[src/rtl/hpdmc_obuft_seq.sv]
`timescale 1ns/1ps
// -----------------------------------------------------------------------------
// hpdmc_obuft_seq
//
// Sequenced tristate output driver bank for the HPDMC DDR write data path.
// A write burst is accepted from IDLE. One data beat is fetched per cycle into
// registered pad outputs. The bus stays driven with the last beat for a
// postamble. It is then released (high-Z) for a turnaround period before the
// bank returns to IDLE and can take the next request.
//
// Parameters:
//   WIDTH      total data bits driven (multiple of LANES)
//   LANES      byte lanes; lane l = bits [l*(WIDTH/LANES) +: WIDTH/LANES]
//   POSTAMBLE  cycles (0..15) the last beat is held on the bus after a burst
//   TURNAROUND cycles (0..15) the bus is high-Z and busy before IDLE
//
// Ports:
//   sys_clk   in   system clock, rising edge
//   sys_rst   in   asynchronous active-high reset
//   drv_req   in   burst request, held until drv_ack
//   drv_len   in   burst length minus one, sampled with drv_ack
//   drv_ack   out  request accepted (combinational, IDLE only)
//   drv_busy  out  registered, high whenever not IDLE
//   data_rd   out  beat strobe; data_in/mask_in consumed at the ending edge
//   data_in   in   beat data
//   mask_in   in   per-lane mask, 1 = leave lane undriven for that beat
//   pad_o     out  registered data to OBUFT I
//   pad_t     out  registered tristate to OBUFT T (1 = high-Z)
//
// Build option:
//   HPDMC_OBUFT_MASK_EN  when defined, mask_in is registered with each beat
//                        and masked lanes stay high-Z for that beat (and for
//                        the postamble if it was the last beat). When not
//                        defined, mask_in is ignored and all lanes are driven.
// -----------------------------------------------------------------------------
module hpdmc_obuft_seq #(
  parameter int WIDTH      = 16,
  parameter int LANES      = 2,
  parameter int POSTAMBLE  = 1,
  parameter int TURNAROUND = 1
) (
  input  logic               sys_clk,
  input  logic               sys_rst,
  input  logic               drv_req,
  input  logic [3:0]         drv_len,
  output logic               drv_ack,
  output logic               drv_busy,
  output logic               data_rd,
  input  logic [WIDTH-1:0]   data_in,
  input  logic [LANES-1:0]   mask_in,
  output logic [WIDTH-1:0]   pad_o,
  output logic [WIDTH-1:0]   pad_t
);

  localparam int LANE_W = WIDTH / LANES;

  // Counter reload values; a zero-length phase is skipped entirely, so the
  // reload is only used when the corresponding parameter is non-zero.
  localparam logic [3:0] POST_LOAD = (POSTAMBLE > 0)  ? 4'(POSTAMBLE - 1)  : 4'd0;
  localparam logic [3:0] TURN_LOAD = (TURNAROUND > 0) ? 4'(TURNAROUND - 1) : 4'd0;

  typedef enum logic [1:0] {
    ST_IDLE  = 2'd0,
    ST_DRIVE = 2'd1,
    ST_POST  = 2'd2,
    ST_TURN  = 2'd3
  } state_t;

  state_t             state_reg;
  logic [3:0]         cnt_reg;
  logic               busy_reg;
  logic [WIDTH-1:0]   pad_o_reg;
  logic [WIDTH-1:0]   pad_t_reg;

  // Tristate pattern for the beat being fetched this cycle.
  logic [WIDTH-1:0]   beat_t;

  genvar gi;
`ifdef HPDMC_OBUFT_MASK_EN
  generate
    for (gi = 0; gi < LANES; gi++) begin : g_lane_mask
      assign beat_t[gi*LANE_W +: LANE_W] = {LANE_W{mask_in[gi]}};
    end
  endgenerate
`else
  generate
    for (gi = 0; gi < LANES; gi++) begin : g_lane_drive
      assign beat_t[gi*LANE_W +: LANE_W] = '0;
    end
  endgenerate
  // Mask is a don't-care in this build.
  logic unused_mask;
  assign unused_mask = ^mask_in;
`endif

  logic accept;
  logic fetch;

  assign accept = drv_req && (state_reg == ST_IDLE);
  // In DRIVE the beat that ends on cnt==0 is already on the pads, so no fetch.
  assign fetch  = accept || ((state_reg == ST_DRIVE) && (cnt_reg != 4'd0));

  // Reset already forces IDLE asynchronously; the explicit gating keeps the
  // strobes low even while a requester holds drv_req through reset.
  assign drv_ack  = accept && !sys_rst;
  assign data_rd  = fetch && !sys_rst;
  assign drv_busy = busy_reg;
  assign pad_o    = pad_o_reg;
  assign pad_t    = pad_t_reg;

  always_ff @(posedge sys_clk or posedge sys_rst) begin
    if (sys_rst) begin
      state_reg <= ST_IDLE;
      cnt_reg   <= 4'd0;
      busy_reg  <= 1'b0;
      pad_o_reg <= '0;
      pad_t_reg <= '1;
    end else begin
      case (state_reg)
        ST_IDLE: begin
          if (drv_req) begin
            pad_o_reg <= data_in;
            pad_t_reg <= beat_t;
            cnt_reg   <= drv_len;
            busy_reg  <= 1'b1;
            state_reg <= ST_DRIVE;
          end
        end

        ST_DRIVE: begin
          if (cnt_reg != 4'd0) begin
            pad_o_reg <= data_in;
            pad_t_reg <= beat_t;
            cnt_reg   <= cnt_reg - 4'd1;
          end else if (POSTAMBLE > 0) begin
            // Last beat stays on the pads with its own lane pattern.
            cnt_reg   <= POST_LOAD;
            state_reg <= ST_POST;
          end else if (TURNAROUND > 0) begin
            pad_t_reg <= '1;
            cnt_reg   <= TURN_LOAD;
            state_reg <= ST_TURN;
          end else begin
            pad_t_reg <= '1;
            busy_reg  <= 1'b0;
            state_reg <= ST_IDLE;
          end
        end

        ST_POST: begin
          if (cnt_reg != 4'd0) begin
            cnt_reg <= cnt_reg - 4'd1;
          end else if (TURNAROUND > 0) begin
            pad_t_reg <= '1;
            cnt_reg   <= TURN_LOAD;
            state_reg <= ST_TURN;
          end else begin
            pad_t_reg <= '1;
            busy_reg  <= 1'b0;
            state_reg <= ST_IDLE;
          end
        end

        ST_TURN: begin
          if (cnt_reg != 4'd0) begin
            cnt_reg <= cnt_reg - 4'd1;
          end else begin
            busy_reg  <= 1'b0;
            state_reg <= ST_IDLE;
          end
        end

        default: begin
          pad_t_reg <= '1;
          cnt_reg   <= 4'd0;
          busy_reg  <= 1'b0;
          state_reg <= ST_IDLE;
        end
      endcase
    end
  end

endmodule

[config.mk]
export PLATFORM = sky130hd
export DESIGN_NAME = hpdmc_obuft_seq
export DESIGN_NICKNAME = d
export VERILOG_FILES = /design/src/rtl/hpdmc_obuft_seq.sv
export SDC_FILE = /design/constraint.sdc
export NUM_CORES = 1
export LEC_CHECK = 0
export ABC_AREA = 1
export BUFFER_PORTS_ARGS = -buffer_cell sky130_fd_sc_hd__buf_2
export CAP_MARGIN = 40
export CORE_MARGIN = 10
export CORE_UTILIZATION = 43
export DETAILED_ROUTE_END_ITERATION = 8
export GPL_TIMING_DRIVEN = 0
export HOLD_SLACK_MARGIN = 0.05
export PLACE_DENSITY = 0.84
export SLEW_MARGIN = 0
export SYNTH_ARGS = -nofsm -noshare
export SYNTH_HDL_FRONTEND = slang
export SYNTH_SLANG_ARGS = --single-unit
[constraint.sdc]
create_clock -name sys_clk -period 1.45 [get_ports sys_clk]
set_clock_uncertainty 0.1 [all_clocks]
set_input_delay 0.435 -clock sys_clk [delete_from_list [all_inputs] [get_ports sys_clk]]
set_output_delay 0.435 -clock sys_clk [all_outputs]
set_load 0.02 [all_outputs]
; Word level (Yosys, flattened, before mapping)
; Cells that the tools add are included.
[classes]
n_addsub = 1
multipliers = 0
div_mod_pow = 0
order_cmp = 0
n_eq_ne = 9
n_shift = 0
n_mux = 19
bitwise = 1
n_reduce_logical = 16
[ops]
columns = cell, n
row1 = two-way mux 16 bit, 5
row2 = case mux 16 bit (3 select lines), 1
row3 = case mux 16 bit (2 select lines), 1
row4 = two-way mux 4 bit, 3
row5 = case mux 4 bit (3 select lines), 1
row6 = "!= test 2 bit, second input constant", 5
row7 = two-way mux 2 bit, 4
row8 = case mux 2 bit (4 select lines), 1
row9 = AND reduction 4 bit, 2
row10 = AND reduction 3 bit, 2
row11 = "equality test 2 bit, second input constant", 2
row12 = logical AND 1 bit, 4
row13 = nonzero test 4 bit, 1
row14 = "subtractor 4 x 1 -> 4 bit, second input constant", 1
row15 = nonzero test 3 bit, 1
row16 = "equality test 2 x 1 -> 1 bit, second input constant", 1
row17 = zero test 2 bit, 1
row18 = two-way mux 1 bit, 2
row19 = "!= test 2 x 1 -> 1 bit, second input constant", 1
row20 = case mux 1 bit (2 select lines), 1
row21 = AND reduction 2 bit, 1
row22 = nonzero test 2 bit, 1
row23 = OR reduction 2 bit, 1
row24 = zero test 1 bit, 1
row25 = 2 further kinds, 2
[word_totals]
ff_bits = 39
latch_bits = 0
ramBits = 0
romBits = 0
inputBits = 25
out_inout_bits = 35
elab_cells = 51
memories = 0

; Longest topological paths before layout
; Gate-level depths: netlist of run 1.
[logic_depth]
ltp_word = 4
mapped_depth = 9
mapped_depth_nobuf = 9

; Worst setup path after synthesis of run 1
; OpenSTA, ideal clock, no wires.
[synth_timing]
kind = flip-flop to output port
start = register cnt_reg[0]
end = output data_rd
arrival_ps = 1160
t_required_ps = 915
slack_ps = -245
path_stages_with_launch = 6
path_buffers = 0
path_cell_list = dfrtp_1 -> inv_1 -> ha_1 -> nand2_2 -> nand2_1 -> a21oi_1
[synth_between]
elab_chain_cells = 4
[synth_rtl]
columns = item, line
row1 = "start, declared", 70  ; logic [3:0] cnt_reg;
row2 = "start signal, assigned", 124  ; cnt_reg <= drv_len;
row3 = "start signal, assigned", 134  ; cnt_reg <= cnt_reg - 4'd1;
row4 = "start signal, assigned", 152  ; cnt_reg <= cnt_reg - 4'd1;
row5 = nonzero test 4 bit, 101  ; assign fetch = accept || ((state_reg == ST_DRIVE) && (cnt_reg != 4'd0));
row6 = logical AND 1 bit, 101
row7 = logical OR 1 bit, 101
row8 = logical AND 1 bit, 106  ; assign data_rd = fetch && !sys_rst;
row9 = "end, declared", 48  ; output logic data_rd,
; Every way passes these cells.

; Worst setup path in the final report of run 1
; Ends and elaborated chain as after synthesis.

==> metrics.md, run 1 <==
| Metric | Value |
|---|---|
| Status | `finished, violations left` |
| Failing checks | `negative setup slack` |
| Detailed-route wire length per cell | `18.0 um` |
| CP peak stage delay | `440 ps` |
| Final antenna-violating net count | `0` |
| I/O pin count | `60` |
| Final Max Slew Viols | `0` |
| #FFs+latches synth | `24` |
| Port bufs | `57` |
| Via density | `4.86` |
| Worst Tran Pin Value | `362 ps` |
| Maximum vdd ir drop | `1490 uV` |
| Most used DFF post-synth | `dfrtp_1` |
| Row cnt | `20` |
| CP Max Fanout | `2` |
| ANT cells | `0` |
| Min Clock Period, post-route | `1950 ps` |
| Worst Hold Path EP | `pad_o[5]` |
| Syn-to-layout area delta | `90.7%` |
| Largest register FFs | `16` |
| Fin Hold WS | `202 ps` |
| Largest net degree at the start of global routing | `20` |
| DPL Wire Length | `2670 um` |
| Vias | `1555` |
| Worst skew pair latency | `340 ps` |
| Vias in the first global route | `1412` |
| Crit path arrival time | `1410 ps` |
| Total power | `0.00773 W` |
| PD cells | `2850 nW/um2` |
| Setup TNS | `-14540 ps` |
| TritonRoute pass-1 iters | `4` |
| RD Place Congestion | `0.751` |
| CP max-delay cell | `dfrtp_1` |
| Synth top area share | `0.405` |
| Smallest setup slack after layout | `-497 ps` |
| Setup crit start kind | `flip-flop` |
| Max-slew headroom | `0.758` |
| Tot GR Track Use | `0.133` |
| DIE AREA | `6010 um2` |
| Root Driver | `clkbuf_4` |
| YS warnings | `0` |
| Initial DRC Count | `89` |
| Unrepaired setup endpoints after global routing | `true` |
| Initial Utilization | `0.458` |
| Sinks on the clock net | `24` |
| Top delay family on crit path | `flip-flops` |
| Min-Delay Path Class | `in2reg` |
| FMAX | `0.514 GHz` |
| Residual DRC | `0` |
| Die Wd | `77.5 um` |
| Die height | `77.5 um` |
| Mapped Cells | `172` |
| Clock transition at path regs | `150 ps` |
| Post-synth EDFFs | `0` |
| Critical path endpoint category | `output pin` |
| Critical Path Start | `cnt_reg[0]` |
| Async SR Flop Fraction | `1.00` |
| Ranking of synthesized cells by area | `dfrtp_1 (40%), nand2_1 (14%), o21ai_2 (8.6%), buf_4 (7.9%), inv_1 (6.9%)` |
| Clock tree from TritonCTS | `built` |
| Core box area | `3100 um2` |
| Final net count | `309` |
| Syn Nets | `204` |
| Final Hold Viols | `0` |
| Top-count cell post-synth | `nand2_1` |
| Critical Path RT | `920 ps` |
| Reg2reg start | `state_reg[1]` |
| FF-to-FF End | `pad_o[0]` |
| H-tree depth | `1` |
| Max_cap viols | `0` |
| Cell Area, Synth | `1420 um2` |
| First-pass GRT wire length | `6600 um` |
| Hold path start | `data_in[5]` |
| Critical path cell sequence | `inv_2, ha_4, nand2_4, nand2_4, a21oi_4, buf_6` |
| Most frequent cells after synthesis | `nand2_1 (54), inv_1 (26), dfrtp_1 (23)` |
| Synth area leader | `dfrtp_1` |
| Drt total wl | `5750 um` |
| CP bufs+invs | `2` |
| Reg2Reg Depth | `12` |
| GRT Residual Overflow | `0` |
| Final setup fails | `47` |
| P_leak | `1.42 nW` |
| Clock buffer count from CTS | `3` |
| Synth cell types | `23` |
| Share of post-route cells with drive strength above 1 | `0.616` |
| Mean Syn Cell Area | `8.27 um2` |
| Clock buffer depth | `2` |
| Fillers | `156` |
| Most frequent CP cell | `nand2_4` |
| Crit share post-route | `1.34` |
| WS Path Type | `reg2out` |
| Initial antenna violation count | `0` |
| Post-synthesis sequential area ratio | `0.423` |
| R2R Setup Slk | `-390 ps` |
| Worst hold path stage count | `3` |
through the flow:
stage	cell area (um2)	std cells	setup WS (ps)	utilization
final	2710	320	-497	0.874
after global routing	2710	320	-531	0.874
after CTS	2390	306	-425	0.770
after detailed placement	1880	274	-192	0.606
after global placement	1850	273	-182	0.597
after floorplan	1510	172	-29.3	-
cells in the final DEF, fill, tap and decap left out, drive strengths merged:
cell,n
a21oi,2
buf,117
bufinv,1
clkbuf,3
dfrtp,23
dfstp,1
dlygate4sd3,1
ha,7
inv,27
nand2,55
nand3,3
nand3b,1
nand4,1
nor2,11
o211ai,1
o21ai,20
o31ai,1
xor2,1
worst min-delay path, cell delays in order:
cell and delay [ps]:
buf_2 100, inv_1 40, o21ai_1 60
routing by layer:
| metal | track usage | wire length, um | share of wire | up-vias |
|---|---|---|---|---|
| met5 | 0 | 0 | 0 | - |
| met4 | 0.0657 | 153 | 0.027 | 0 |
| met3 | 0.0219 | 405 | 0.070 | 13 |
| met2 | 0.231 | 2920 | 0.51 | 82 |
| met1 | 0.155 | 2260 | 0.39 | 740 |
| li1 | - | - | - | 720 |
worst max-delay path by stage:
stage / cells after the start / endpoint / slack, ps
after floorplan: 8 / pad_o[0] / -30
after global placement: 6 / data_rd / -180
after detailed placement: 6 / data_rd / -190
after CTS: 5 / data_rd / -430
after global routing: 6 / data_rd / -530
final: 6 / data_rd / -500
power by group:
| group | switching, W | internal (W) | total, W |
|---|---|---|---|
| registers | 0.000299 | 0.00102 | 0.00132 |
| logic | 0.00283 | 0.00306 | 0.00589 |
| clock network | 0.000244 | 0.000280 | 0.000524 |
| total | 0.00337 | 0.00436 | 0.00773 |
cell type report:
class	count	area, um2	share of cell area
clock buffer	3	22.5	0.00830
timing repair buffer	100	948	0.350
buffer	18	206	0.0761
sequential	24	603	0.222
clock inverter	1	30.0	0.0111
tap	44	55.1	0.0203
inverter	27	106	0.0392
multi-input combinational	103	741	0.273
cells by family (layout without fill, tap and decap cells):
family                   after synthesis  in the layout  share of synthesized area
AND/OR/NAND/NOR                       71             71                      0.207
adder cells (fa/ha/maj)                7              7                     0.0616
flip-flops                            24             24                      0.423
AO/OA/AOI/OAI                         24             24                      0.128
buffers and inverters                 45            149                      0.174
XOR/XNOR                               1              1                    0.00616
what timing repair did:
action / in CTS / in global routing
setup buffers: 24 / 14
cloned: 3 / 1
pin swaps: 6 / 11
endpoints found under the setup margin: 44 / 59
hold endpoints to repair: 5 / 0
gates resized for setup: 69 / 59
hold buffers: 1 / 0
(Power assumes the default switching activity.)
==> run 2, diff against run 1 <==
--- a/config.mk
+++ b/config.mk
@@ -6,7 +6,7 @@
 export NUM_CORES = 1
 export LEC_CHECK = 0
 export ABC_AREA = 1
-export BUFFER_PORTS_ARGS = -buffer_cell sky130_fd_sc_hd__buf_2
+export BUFFER_PORTS_ARGS = -buffer_cell sky130_fd_sc_hd__buf_4
 export CAP_MARGIN = 40
 export CORE_MARGIN = 10
 export CORE_UTILIZATION = 43
==> metrics.md, run 2 (same netlist as run 1, synthesis figures left out) <==
| Metric | Value |
|---|---|
| DP Area | `2020 um2 (was 1880 um2)` |
| CP Max Fanout | `3 (was 2)` |
| Fillers | `161 (was 156)` |
| TritonRoute pass-1 iters | `4 (unchanged)` |
| Crit path arrival time | `1380 ps (was 1410 ps)` |
| Status | `finished, violations left (unchanged)` |
| Clock buffer depth | `2 (unchanged)` |
| Final Max Slew Viols | `0 (unchanged)` |
| Worst Tran Pin Value | `358 ps (was 362 ps)` |
| ANT cells | `0 (unchanged)` |
| Drt total wl | `5720 um (was 5750 um)` |
| Core box area | `3100 um2 (unchanged)` |
| Syn-to-layout area delta | `86.8% (was 90.7%)` |
| Min Clock Period, post-route | `1920 ps (was 1950 ps)` |
| Unrepaired setup endpoints after global routing | `true (unchanged)` |
| DPL Wire Length | `2780 um (was 2670 um)` |
| Critical path endpoint category | `output pin (unchanged)` |
| Maximum vdd ir drop | `1560 uV (was 1490 uV)` |
| Max_cap viols | `0 (unchanged)` |
| Root Driver | `clkbuf_4 (unchanged)` |
| Initial antenna violation count | `0 (unchanged)` |
| Largest register FFs | `16 (unchanged)` |
| FMAX | `0.522 GHz (was 0.514 GHz)` |
| PD cells | `2770 nW/um2 (was 2850 nW/um2)` |
| Critical Path RT | `920 ps (about the same)` |
| Min-Delay Path Class | `in2reg (unchanged)` |
| Clock share of power | `0.067 (was 0.068)` |
| Crit share post-route | `1.32 (was 1.34)` |
| Failing checks | `negative setup slack (unchanged)` |
| Clock transition at path regs | `140 ps (was 150 ps)` |
| Worst skew pair latency | `320 ps (was 340 ps)` |
| Smallest setup slack after layout | `-467 ps (was -497 ps)` |
| Share of post-route cells with drive strength above 1 | `0.608 (was 0.616)` |
| Most frequent cells in the layout | `buf_6 (59), buf_4 (46), nand2_1 (43), dfrtp_1 (22), inv_1 (19) (was buf_6 (61), nand2_1 (44), buf_4 (25), buf_2 (23), dfrtp_1 (22))` |
| Die Wd | `77.5 um (unchanged)` |
| Post-Layout Inst Area | `2660 um2 (was 2710 um2)` |
| GRT Residual Overflow | `0 (unchanged)` |
| Vias | `1535 (was 1555)` |
| I/O pin count | `60 (unchanged)` |
| Reg2Reg Depth | `10 (was 12)` |
| FF-to-FF End | `pad_o[12] (was pad_o[0])` |
| Row cnt | `20 (unchanged)` |
| Final net count | `301 (was 309)` |
| Residual DRC | `0 (unchanged)` |
| P_leak | `1.38 nW (was 1.42 nW)` |
| Sw Ratio | `0.451 (was 0.436)` |
| NetSw | `0.00332 W (was 0.00337 W)` |
| RD Place Congestion | `0.773 (was 0.751)` |
| Via density | `4.92 (was 4.86)` |
| WS Path Type | `reg2out (unchanged)` |
| Setup Slack @ Placement | `-191 ps (was -192 ps)` |
| Largest net degree at the start of global routing | `21 (was 20)` |
| R2R Setup Slk | `-360 ps (was -390 ps)` |
| Tot GR Track Use | `0.141 (was 0.133)` |
| Most common cell after layout, fill and taps aside | `buf_6 (unchanged)` |
| First-pass GRT wire length | `7110 um (was 6600 um)` |
| Sequential share of power | `0.178 (was 0.171)` |
| Internal Pwr Total | `0.00405 W (was 0.00436 W)` |
| Comb pwr share | `0.755 (was 0.762)` |
| Final antenna-violating net count | `0 (unchanged)` |
| Reg2reg start | `state_reg[1] (unchanged)` |
| DIE AREA | `6010 um2 (unchanged)` |
| Final Hold Viols | `0 (unchanged)` |
| Final setup fails | `43 (was 47)` |
| Port bufs | `57 (unchanged)` |
| Die height | `77.5 um (unchanged)` |
| Detailed-route wire length per cell | `18.3 um (was 18.0 um)` |
| Worst Hold Path EP | `pad_o[5] (unchanged)` |
| Clock buffer count from CTS | `3 (unchanged)` |
| Setup crit start kind | `flip-flop (unchanged)` |
| Vias in the first global route | `1465 (was 1412)` |
| Initial DRC Count | `75 (was 89)` |
| Sinks on the clock net | `24 (unchanged)` |
| Max-slew headroom | `0.760 (was 0.758)` |
| Initial Utilization | `0.458 (unchanged)` |
| Clock tree from TritonCTS | `built (unchanged)` |
| Hold path start | `data_in[5] (unchanged)` |
| H-tree depth | `1 (unchanged)` |
| Worst hold path stage count | `3 (unchanged)` |
[run 2: cell types whose count changed in the layout (fill, tap and decap cells not counted), moves of 2 or more]
cell     before  now
buf_12        2    0
buf_2        23    0
buf_4        25   46
buf_6        61   59
buf_8         4    2
ha_2          0    2
o21ai_0       2    0
o21ai_1       4    6
[run 2: worst max-delay path by stage]
stage,cells after the start,start,slack (ps),to
global route,5,state_reg[1],-510,data_rd
floorplan,8,state_reg[0],-30,pad_o[0]
CTS,5,state_reg[1],-420,data_rd
detailed placement,9,state_reg[0],-190,pad_o[13]
global placement,8,state_reg[0],-160,pad_o[6]
finish,6,cnt_reg[1],-470,data_rd
[run 2: layout make-up]
type / count / area, um2 / area share
buffer: 18 / 206 / 0.0777
clock buffer: 3 / 22.5 / 0.00847
clock inverter: 1 / 30.0 / 0.0113
inverter: 27 / 109 / 0.0410
multi-input combinational: 103 / 733 / 0.276
sequential: 24 / 603 / 0.227
tap: 44 / 55.1 / 0.0207
timing repair buffer: 92 / 898 / 0.338
[run 2: worst max-delay path: stages (launching register included)]
cell     delay, ps
dfrtp_1        400
inv_2           60
ha_4           170
nand2_4         70
nand2_2         70
a21oi_4        160
buf_6          130
[run 2: power by group through the flow]
| stage | clock network, W | registers [W] | logic, W |
|---|---|---|---|
| after floorplan | 0 | 0.00155 | 0.00226 |
| after global placement | 0 | 0.00128 | 0.00351 |
| after detailed placement | 0 | 0.00129 | 0.00358 |
| after CTS | 0.000501 | 0.00124 | 0.00467 |
| after global routing | 0.000525 | 0.00134 | 0.00588 |
| final | 0.000495 | 0.00131 | 0.00557 |
[run 2: repair_timing]
action                                  CTS  global route
endpoints found under the hold margin     4             0
endpoints found under the setup margin   41            59
setup buffers                            17            12
hold buffers                              1             0
resized for setup                        52            39
pin swaps                                 3             9
cloned                                    4             0
[run 2: layer usage]
metal  GRT usage  routed length [um]
met5           0                   0
met4      0.0438                 145
met3      0.0403                 389
met2       0.254                3080
met1       0.157                2110
[run 2: through the flow]
stage,total power [W],util,TNS (ps),hold slack [ps],instances
4_1_cts,0.00641,0.782,-9340,232,300
3_5_place_dp,0.00488,0.652,-4210,341,274
6_report,0.00737,0.856,-12430,240,312
2_1_floorplan,0.00381,-,-396,349,172
3_3_place_gp,0.00479,0.643,-3800,367,273
5_1_grt,0.00775,0.856,-14960,227,312
